## config.mk

```make
export PLATFORM = sky130hd
export DESIGN_NAME = contador_4bits
export DESIGN_NICKNAME = d
export VERILOG_FILES = /design/src/rtl/contador_4bits.sv
export SDC_FILE = /design/constraint.sdc
export NUM_CORES = 1
export LEC_CHECK = 0
export BUFFER_PORTS_ARGS = -buffer_cell sky130_fd_sc_hd__buf_2
export CORE_AREA = 10 10 47 49
export DETAILED_ROUTE_END_ITERATION = 7
export DIE_AREA = 0 0 57 59
export PLACE_DENSITY = 0.39
export REMOVE_ABC_BUFFERS = 1
export SLEW_MARGIN = 20
export SYNTH_ARGS = -nofsm -noshare
export SYNTH_HDL_FRONTEND = slang
export SYNTH_SLANG_ARGS = --single-unit
```

## constraint.sdc

```tcl
create_clock -name clock -period 1.7 [get_ports clock]
set_input_delay 0.34 -clock clock [delete_from_list [all_inputs] [get_ports clock]]
set_output_delay 0.34 -clock clock [all_outputs]
set_load 0.005 [all_outputs]
```

## src/rtl/contador_4bits.sv

```systemverilog
// Up/down counter with synchronous clear and parallel load, wrapping modulo 2^WIDTH.
// tc flags that the next step in the current direction wraps; zero flags an all-zero count.
module contador_4bits #(
    parameter int WIDTH = 4
) (
    input  logic             clock,
    input  logic             reset,
    input  logic             load,
    input  logic             up_down,
    input  logic [WIDTH-1:0] entrada,
    output logic [WIDTH-1:0] contador,
    output logic             tc,
    output logic             zero
);

    localparam logic [WIDTH-1:0] CNT_MAX  = '1;
    localparam logic [WIDTH-1:0] CNT_ZERO = '0;
    localparam logic [WIDTH-1:0] CNT_ONE  = WIDTH'(1);

    logic [WIDTH-1:0] contador_q;
    logic [WIDTH-1:0] contador_d;

    // Load takes precedence over stepping; carry and borrow fall off the top bit.
    always_comb begin
        contador_d = contador_q;
        if (load) begin
            contador_d = entrada;
        end else if (up_down) begin
            contador_d = contador_q + CNT_ONE;
        end else begin
            contador_d = contador_q - CNT_ONE;
        end
    end

    always_ff @(posedge clock) begin
        if (reset) begin
            contador_q <= CNT_ZERO;
        end else begin
            contador_q <= contador_d;
        end
    end

    assign contador = contador_q;
    assign zero     = (contador_q == CNT_ZERO);
    assign tc       = up_down ? (contador_q == CNT_MAX) : (contador_q == CNT_ZERO);

endmodule

```

Yosys cells after proc, flatten, opt, wreduce, memory -nomap -nowiden
Cells that the tools add are included.
{"block": "totals", "mem_bits_ro": 0, "inputBits": 8, "reg_bits": 4, "ramBits": 0, "output_inout_bits": 6, "n_memories": 0, "latchBits": 0, "elab_cells": 8}
{"block": "op_classes", "n_reduce_logical": 1, "add_sub_neg": 2, "bitwise_logic": 0, "n_div": 0, "n_lt_le_gt_ge": 0, "n_eq_ne": 1, "n_mul": 0, "mux": 3, "shift": 0}
{"operator": "$mux 4", "count": 2}
{"operator": "$add 4x1->4 const B", "count": 1}
{"operator": "$eq 4x4->1 const B", "count": 1}
{"operator": "$logic_not 4->1", "count": 1}
{"operator": "$sub 4x1->4 const B", "count": 1}
{"operator": "$mux 1", "count": 1}

Longest topological paths before layout
{"block": "depth", "depth_word": 3, "depth_mapped": 5, "mapped_depth_nobuf": 5}

Least setup slack after synthesis
Ideal clock, no wire load.
{"block": "synth_timing", "kind": "input to register", "startpoint": "input up_down", "endpoint": "register contador_q[3], in the netlist contador[3]", "cell_stages": 5, "n_path_buf": 0, "setup_slack_ns": 0.331, "arrival_ns": 1.296, "setup_time_ns": 0.073, "path_cell_list": "inv_1 -> ha_1 -> a21oi_1 -> a2111o_1 -> o211ai_2"}
{"block": "synth_via", "elab_chain_cells": 2}
{"element": "start, declared", "line": "9", "rtl": "input logic up_down,"}
{"element": "$mux 4", "line": "28", "rtl": "end else if (up_down) begin"}
{"element": "$mux 4", "line": "26", "rtl": "if (load) begin"}
{"element": "end signal, assigned", "line": "39", "rtl": "contador_q <= contador_d;"}
{"element": "end, declared", "line": "20", "rtl": "logic [WIDTH-1:0] contador_q;"}
No other way between the ends.
A chain may end at the register's enable or synchronous reset.

Final worst setup path
{"block": "layout_timing", "startpoint": "register contador_q[0], in the netlist contador[0]", "endpoint": "output tc"}
{"block": "layout_via", "elab_chain_cells": 2, "word_cells_on_any_way": 3, "cone_classes": "eq/ne (1); mux (1); reduce/logical (1)"}
{"element": "$eq 4x4->1 or $logic_not 4->1 (tied branches)", "line": "45", "rtl": "assign tc = up_down ? (contador_q == CNT_MAX) : (contador_q == CNT_ZERO);"}
{"element": "$mux 1 (*)", "line": "45"}
{"element": "end, declared", "line": "12", "rtl": "output logic tc,"}
Every way passes the cells marked *; elsewhere a longest branch is shown, timed or not.

==> results.json <==
{
  "grt_start_max_net_pins": 8,
  "pwr-share-clk_pct": 37.0,
  "worstMarginPinSlew_ns": 0.275,
  "port_buffers": 13,
  "largest_register_ffs": 4,
  "drc": 0,
  "path_buf_inv": 1,
  "cp.required_ns": 1.36,
  "ys_warn_count": 0,
  "clk_transition_reported_paths_ns": 0.04,
  "finClkSkew_ns": 0.00235,
  "setup-tns-final_ns": 0,
  "yosys.area.top_type_share_pct": 30.0,
  "pwr-share-comb_pct": 26.0,
  "p_sw_uw": 98.0,
  "synth_top_family_by_area": "simple AND/OR/NAND/NOR gates",
  "switching_share_pct": 30.0,
  "startpoint": "contador[0]$_SDFF_PP0_",
  "synthArstFlopShare_pct": 0,
  "leakage_nw": 0.182,
  "cts_resized": 0,
  "wl_per_cell_um": 11.7,
  "path_depth": 4,
  "initial_core_util_pct": 19.0,
  "min_path_type": "input pin to flop",
  "rsz0062_at_grt": "false",
  "maxSlewHeadroom_pct": 81.7,
  "synth_edf_count": 0,
  "worst-setup-path-type": "flop to primary output",
  "dieArea_um2": 3360,
  "crit_fanout": 6,
  "fin_crit_ns": 1.54,
  "n_antenna_cell": 0,
  "ys_seq_area_share_pct": 30.0,
  "hold_viol_final": 0,
  "r2r_start": "contador[2]$_SDFF_PP0_",
  "worstPathArrival_ns": 1.20,
  "outcome": "finished clean",
  "startpoint_type": "flop",
  "cts_setup_buffers": 0,
  "cts_buffers": 3,
  "synthesis.area_um2": 267,
  "grt_first_pass_wirelength_mm": 1.21,
  "ioPinCount": 14,
  "vias_per_cell": 4.37,
  "power_uw": 326,
  "crit_chain": "nor4_2 > nand2_1 > o21ai_0 > buf_2",
  "grt_use_total_pct": 4.71,
  "cts_num_sinks": 4,
  "cts_root_buf": "clkbuf_4",
  "htreeDepth": 1,
  "crit_path_end": "tc",
  "drt-pass1-iter-count": 3,
  "synth.distinct_cells": 17,
  "r2r-end": "contador[3]$_SDFF_PP0_",
  "power.density_nw_per_um2": 884,
  "slowest_stage": "dfxtp_1",
  "synth_seq_cells": 4,
  "synth_largest_area_cell": "dfxtp_1",
  "fillers": 165,
  "rows": 14,
  "endpoint_kind": "primary output",
  "clk_path_buf_depth": 2,
  "drive_gt1_share_pct": 40.9,
  "final_util_pct": 26.3,
  "finalMaxSlewViolations": 0,
  "reg2reg_slack_ns": 0.37,
  "synth.area.mux_share_pct": 7.51,
  "finalCritPeriodShare_pct": 90.6,
  "holdBufCountCts": 0,
  "internal_power_uw": 228,
  "synth-compound-area-share_pct": 14.6,
  "chipWidth_um": 57,
  "wirelength_um": 699,
  "ys_top_cells_by_area": "dfxtp_1 30%, ha_1 9.4%, fa_1 7.5%, mux2i_1 7.5%, nor2_1 7.0%",
  "cap_violations": 0,
  "crit_path_max_incr_delay_ns": 0.38,
  "final_area_um2": 369,
  "max_freq_mhz": 649,
  "place_area_um2": 340,
  "overflow": 0,
  "ys.flop_type": "dfxtp_1",
  "finalSetupViolCount": 0,
  "ir_drop_mv": 0.241,
  "p_seq_share_pct": 37.0,
  "ant_nets": 0,
  "syn_avg_cell_area_um2": 9.19,
  "first_global_vias": 283,
  "cp_top_family": "flip-flops",
  "synth.most_common_cell": "nor2_1",
  "drt-initial-drc-count": 3,
  "die_y_um": 59,
  "synthAdderAreaFrac_pct": 16.9,
  "yosys-top-cells-count": "5 x nor2_1, 4 x dfxtp_1",
  "worstRegToRegCells": 4,
  "area_growth_pct": 38.5,
  "holdWs_ns": 0.335,
  "num_vias": 262,
  "synthCells": 29,
  "synth_simple_gate_area_share_pct": 18.8,
  "cts_tree": "built",
  "place_hpwl_um": 576,
  "synth-xor-area-share_pct": 6.57,
  "gp_congestion": 0.668,
  "antenna_found_initial": 0,
  "clkLatencyLatePin_ns": 0.24,
  "nets": 57,
  "coreArea_um2": 1400
}
-- worst min-delay path by stage --
| stage | start | end | slack, ns | cells past startpoint |
|---|---|---|---|---|
| 5_1_grt | entrada[2] | contador[2]$_SDFF_PP0_ | 0.34 | 3 |
| 6_report | entrada[2] | contador[2]$_SDFF_PP0_ | 0.33 | 3 |
| 4_1_cts | entrada[0] | contador[0]$_SDFF_PP0_ | 0.34 | 3 |
| 3_5_place_dp | entrada[0] | contador[0]$_SDFF_PP0_ | 0.58 | 3 |
| 3_3_place_gp | entrada[2] | contador[2]$_SDFF_PP0_ | 0.58 | 3 |
| 2_1_floorplan | reset | contador[0]$_SDFF_PP0_ | 0.41 | 1 |
-- cells in the final DEF, fill, tap and decap left out, drive strengths merged, types with 2 or more instances in the layout --
cell type,instances
nand2,2
buf,13
a21oi,2
ha,2
dfxtp,4
nor2,5
nand4,2
mux2i,2
clkbuf,3
-- kinds of logic (layout without fill, tap and decap cells) --
| logic type | after synthesis | in the layout |
|---|---|---|
| flip-flops | 4 | 4 |
| AND/OR/NAND/NOR | 11 | 11 |
| AO/OA/AOI/OAI | 5 | 5 |
| XOR/XNOR | 2 | 2 |
| buffers and inverters | 2 | 17 |
| adder cells (fa/ha/maj) | 3 | 3 |
| multiplexers | 2 | 2 |
-- power by group through the flow --
stage / combinational [mW] / sequential, mW / clock [mW]
2_1_floorplan: 0.0471 / 0.119 / 0
3_3_place_gp: 0.0872 / 0.120 / 0
3_5_place_dp: 0.0860 / 0.121 / 0
4_1_cts: 0.0869 / 0.119 / 0.125
5_1_grt: 0.101 / 0.123 / 0.129
6_report: 0.0848 / 0.121 / 0.121
-- worst min-delay path, cell delays in order --
cell and delay (ns):
buf_2 0.07, mux2i_1 0.05, nor2_1 0.07
-- layer usage --
layer / GRT usage (%) / routed length [µm] / vias to the layer above
met2: 6.05 / 296 / 11
met3: 3.65 / 105 / 4
met4: 5.03 / 19 / 0
li1: - / - / 135
met1: 4.52 / 277 / 112
met5: 0 / 0 / -
-- stage by stage --
| stage | setup WS [ns] | cells |
|---|---|---|
| floorplan | 0.331 | 28 |
| global placement | 0.160 | 57 |
| finish | 0.159 | 60 |
| detailed placement | 0.141 | 57 |
| CTS | 0.0936 | 60 |
| global route | 0.0521 | 60 |
-- layout make-up --
type	instances	area, µm²	share of cell area (%)
Multi-Input combinational cell	23	178	48.1
Timing Repair Buffer	13	65.1	17.6
Sequential cell	4	80.1	21.7
Inverter	1	3.75	1.02
Clock buffer	3	22.5	6.10
Tap cell	16	20.0	5.42
Note: power is estimated with default switching activity, not from simulation.
